**src/rtl/aqalu_trace_recorder.sv**
```systemverilog
// AQALU trace recorder: turns held operand/opcode tuples into
// vector-format records and queues them for a host link.
module aqalu_trace_recorder #(
  parameter int TICKS_PER_SEC = 1000,
  parameter int SEC_W         = 8,
  parameter int FIFO_DEPTH    = 4
) (
  input  logic              clock,
  input  logic              reset,
  input  logic              arm,
  input  logic              flush,
  input  logic [1:0]        A,
  input  logic [1:0]        B,
  input  logic [3:0]        Opcode,
  input  logic [7:0]        Output,
  output logic              rec_valid,
  input  logic              rec_ready,
  output logic [15+SEC_W:0] rec_data,
  output logic              overflow,
  output logic [7:0]        drop_count,
  output logic              busy
);

  localparam int RW = 16 + SEC_W;
  localparam int TW = (TICKS_PER_SEC > 1) ?
                      $clog2(TICKS_PER_SEC) : 1;
  localparam int AW = $clog2(FIFO_DEPTH);
  localparam logic [TW-1:0]    TMAX  = TW'(TICKS_PER_SEC - 1);
  localparam logic [SEC_W-1:0] SMAX  = '1;
  localparam logic [AW:0]      DEPTH = (AW+1)'(FIFO_DEPTH);

  typedef enum logic {
    S_IDLE,
    S_RUN
  } state_t;

  state_t           r_state;
  logic [7:0]       r_cur;
  logic [7:0]       r_last;
  logic [TW-1:0]    r_tick;
  logic [SEC_W-1:0] r_sec;
  logic [RW-1:0]    r_mem [FIFO_DEPTH];
  logic [AW-1:0]    r_wp;
  logic [AW-1:0]    r_rp;
  logic [AW:0]      r_cnt;
  logic             r_ovf;
  logic [7:0]       r_drops;

  logic [7:0]    w_tuple;
  logic          w_run;
  logic          w_chg;
  logic          w_wrap;
  logic          w_sat;
  logic          w_push;
  logic          w_pop;
  logic          w_wr;
  logic          w_drop;
  logic [RW-1:0] w_rec;

  assign w_tuple = {A, B, Opcode};
  assign w_run   = (r_state == S_RUN);
  assign w_chg   = (w_tuple != r_cur);
  assign w_wrap  = (r_tick == TMAX);
  assign w_sat   = (r_sec == SMAX);
  // Any event, including the saturation roll, yields a single record.
  assign w_push  = w_run &
                   (!arm | w_chg | flush | (w_wrap & w_sat));
  assign w_rec   = {r_cur, r_last, r_sec};
  assign w_pop   = rec_valid & rec_ready;
  assign w_wr    = w_push & ((r_cnt != DEPTH) | w_pop);
  assign w_drop  = w_push & !w_wr;

  assign rec_valid  = (r_cnt != '0);
  assign rec_data   = rec_valid ? r_mem[r_rp] : '0;
  assign overflow   = r_ovf;
  assign drop_count = r_drops;
  assign busy       = w_run | rec_valid;

  always_ff @(posedge clock or negedge reset) begin
    if (!reset) begin
      r_state <= S_IDLE;
      r_cur   <= '0;
      r_last  <= '0;
      r_tick  <= '0;
      r_sec   <= '0;
      r_wp    <= '0;
      r_rp    <= '0;
      r_cnt   <= '0;
      r_ovf   <= 1'b0;
      r_drops <= '0;
      for (int i = 0; i < FIFO_DEPTH; i++)
        r_mem[i] <= '0;
    end else begin
      if (w_wr) begin
        r_mem[r_wp] <= w_rec;
        r_wp        <= r_wp + AW'(1);
      end
      if (w_pop)
        r_rp <= r_rp + AW'(1);
      unique case ({w_wr, w_pop})
        2'b10:   r_cnt <= r_cnt + (AW+1)'(1);
        2'b01:   r_cnt <= r_cnt - (AW+1)'(1);
        default: r_cnt <= r_cnt;
      endcase
      if (w_drop) begin
        r_ovf   <= 1'b1;
        r_drops <= r_drops + 8'(r_drops != 8'hFF);
      end

      unique case (r_state)
        S_IDLE: begin
          if (arm) begin
            r_state <= S_RUN;
            r_cur   <= w_tuple;
            r_last  <= Output;
            r_tick  <= '0;
            r_sec   <= '0;
            r_ovf   <= 1'b0;
            r_drops <= '0;
          end
        end
        S_RUN: begin
          r_last <= Output;
          if (!arm) begin
            r_state <= S_IDLE;
            r_tick  <= '0;
            r_sec   <= '0;
          end else if (w_chg) begin
            r_cur  <= w_tuple;
            r_tick <= '0;
            r_sec  <= '0;
          end else if (flush) begin
            r_tick <= '0;
            r_sec  <= '0;
          end else if (w_wrap) begin
            r_tick <= '0;
            r_sec  <= w_sat ? '0 : r_sec + SEC_W'(1);
          end else begin
            r_tick <= r_tick + TW'(1);
          end
        end
        default: r_state <= S_IDLE;
      endcase
    end
  end

endmodule

```
**config.mk**
```make
export PLATFORM = sky130hd
export DESIGN_NAME = aqalu_trace_recorder
export DESIGN_NICKNAME = d
export VERILOG_FILES = /design/src/rtl/aqalu_trace_recorder.sv
export SDC_FILE = /design/constraint.sdc
export NUM_CORES = 1
export LEC_CHECK = 0
export BUFFER_PORTS_ARGS = -buffer_cell sky130_fd_sc_hd__clkbuf_2
export CORE_MARGIN = 2
export CORE_UTILIZATION = 37
export CTS_BUF_LIST = sky130_fd_sc_hd__clkbuf_8
export CTS_CLUSTER_DIAMETER = 30
export DETAILED_ROUTE_END_ITERATION = 6
export HOLD_SLACK_MARGIN = 0.05
export PLACE_DENSITY = 0.5
export SETUP_SLACK_MARGIN = 0.2
export SYNTH_ARGS = -nofsm -noshare
export SYNTH_HDL_FRONTEND = slang
export SYNTH_SLANG_ARGS = --single-unit
```
**constraint.sdc**
```tcl
create_clock -name clock -period 4 [get_ports clock]
set_clock_uncertainty 0.2 [all_clocks]
set_input_delay 0.8 -clock clock [delete_from_list [all_inputs] [get_ports clock]]
set_output_delay 0.8 -clock clock [all_outputs]
set_load 0.05 [all_outputs]
```
==> out/metrics.yaml <==
status: "finished, final reports clean"
maxCapViolCount: 0
synth_top_area_cell: "dfrtp_1"
dpl_cell_area_mm2: 0.007575
drive_gt1_share_pct: 39.26
fillers: 1749
antenna_found_initial: 0
routed-via-count: 4269
cp_cell_sequence: "nor3_1, inv_1, and2_1, clkbuf_2"
cp-start-kind: "flip-flop"
post-route-min-period_ns: 3.381
crit_fanout: 28
max_freq_mhz: 295.7
maxSlewViolCount: 0
postSynth.asyncResetShare_pct: 100.0
cts-buffers-inserted: 17
dieArea_mm2: 0.02024
io_pins: 56
grt_use_total_pct: 16.45
synth_ff_type: "dfrtp_1"
setup_viol_count_final: 0
worstMarginPinSlew_ns: 1.035
dr.first_iter.drc_count: 178
synth_top_area_share_pct: 52.00
synth_edf_count: 0
syn_to_final_growth_pct: 12.79
htree_levels: 4
dp_hpwl_um: 9469
die_w_um: 142.3
core-area_mm2: 0.01871
vdd_ir_drop_max_mv: 0.4444
dieHeight_um: 142.3
power_density_mw_per_mm2: 720.9
synth.avg_cell_area_um2: 13.58
place_ws_ns: 0.7563
netlist_area_mm2: 0.007074
gp_congestion: 0.7508
post_cts_resized: 0
grt_pass1_vias: 4552
cts_sinks: 147
grt_pass1_wl_um: 25300
max_stage_delay_ns: 0.55
rsz0062_at_grt: "no"
final-hold-violation-count: 0
ys_top_cells_by_area: "dfrtp_1, mux2_2, mux2_4"
io_buffers: 55
clk_pin_slew_ns: 0.07
drtAntennaViolNets: 0
yosysWarnings: 0
rows: 50
crit_path_end_kind: "output pin"
clockBufferDepth: 2
synthCells: 521
path_delay_family: "buffers and inverters"
routed_wl_um: 15100
ys_top_cells_by_count: "dfrtp_1, mux2_2, nand2_1, mux2_4, and2_1"
fin_ws_ns: 0.6187
total_leakage_power_nw: 3.750
post-cts-setup-buffer-count: 0
seqCellArea_mm2: 0.003680
period_share_pct: 84.53
critPathArrivalTime_ns: 2.38
viasPerCell: 5.175
multi_input_area_mm2: 0.003198
wl_per_cell_um: 18.30
r2r_start: "r_sec[0]"
grt-ovfl-total: 0
crit_required_ns: 3.00
cp-startpoint: "r_cnt[1]"
insertion_delay_ns: 0.46
cp_slowest_cell: "inv_1"
ys_ff_latch: 147
post-synth-top-count-cell: "dfrtp_1"
first_pass_iters: 4
syn-num-nets: 551
fin_area_mm2: 0.007979
antenna_cells: 0
slew_headroom_pct: 30.91
grt_max_degree: 86
cts_tree: "yes"
remaining_drc_errors: 0
seq_area_frac_synth_pct: 52.00
synth.distinct_cells: 46
fin_tns_setup_ns: 0
hold_buffers: 0
start_util_pct: 37.82
path_class: "reg -> out"
hp-class: "in -> async"
path_buf_inv: 2
cts-root-buf: "clkbuf_8"
finalNetCount: 608
[power by group]
| part | total [mW] | switching (mW) | internal (mW) |
|---|---|---|---|
| Clock | 1.18 | 0.547 | 0.638 |
| Sequential | 2.17 | 0.294 | 1.87 |
| Combinational | 2.40 | 1.35 | 1.05 |
[cell families (layout without fill, tap and decap cells)]
logic type	count (synthesis)	in the layout	synth area share, %
simple gates	138	138	10.49
buf+inv	34	104	2.795
mux	132	132	26.67
flops	147	147	52.00
compound gates	40	40	3.750
fa+ha+maj	9	9	1.698
xor+xnor	21	21	2.600
[per-stage QoR]
step | hold slack, ns | util [%] | power (mW) | instances
global placement | 0.2813 | 40.50 | 4.577 | 793
CTS | 0.2134 | 42.66 | 5.836 | 825
global route | 0.2418 | 42.66 | 6.074 | 825
detailed placement | 0.2874 | 40.50 | 4.631 | 793
finish | 0.1907 | 42.66 | 5.752 | 825
floorplan | 0.2613 | - | 4.062 | 521
[final cells by class]
cell class                      instances  area share (%)
Timing Repair Buffer                   64           4.689
Inverter                                8          0.3764
Multi-Input combinational cell        340           40.08
Clock inverter                         13           1.788
Clock buffer                           19           3.277
Tap cell                              234           3.669
Sequential cell                       147           46.12
[worst paths after layout]
path,slack (ns),cells after the start,endpoint
max,0.62,4,rec_data[13]
min,0.19,1,r_mem[12]
max reg2reg,0.83,9,r_cnt[1]
min reg2reg,0.30,1,r_mem[31]
max in group asynchronous,2.58,2,r_mem[39]
min in group clock,0.30,1,r_mem[31]
[cell usage in the layout (no fill, tap or decap), drive strengths merged, types with 2 or more instances in the layout]
master   netlist  routed
bufinv         0       3
or4            2       2
nand2b         6       6
mux2         104     104
a21oi          6       6
nand4          8       8
and2          25      25
buf           16      10
o31ai          7       7
clkbuf        10      73
nor3           6       6
a31oi          2       2
inv            8      11
xor2          12      12
ha             8       8
o2111ai        2       2
nand3          9       9
nand2         43      43
or3            2       2
nor4           2       2
mux2i          4       4
mux4          24      24
o21ai         15      15
xnor2          9       9
o211ai         4       4
clkinv         0       6
or2            2       2
nor2          23      23
dfrtp        147     147
and3           4       4
and4           2       2
[metal layers]
layer / GRT usage, % / share of wire, % / vias to the layer above
met1: 22.96 / 48 / 2186
met4: 5.053 / 1.0 / 0
met5: 0 / 0 / -
li1: - / - / 1985
met3: 3.668 / 4.1 / 11
met2: 25.71 / 47 / 87
[sequential cells by signal, summed over array words and instances, names as in the netlist, 2 cells and up]
name        count
drop_count      8
r_cnt           3
r_cur           8
r_last          8
r_mem          96
r_rp            2
r_sec           8
r_tick         10
r_wp            2
No activity file was read; power rests on OpenSTA's default activity.
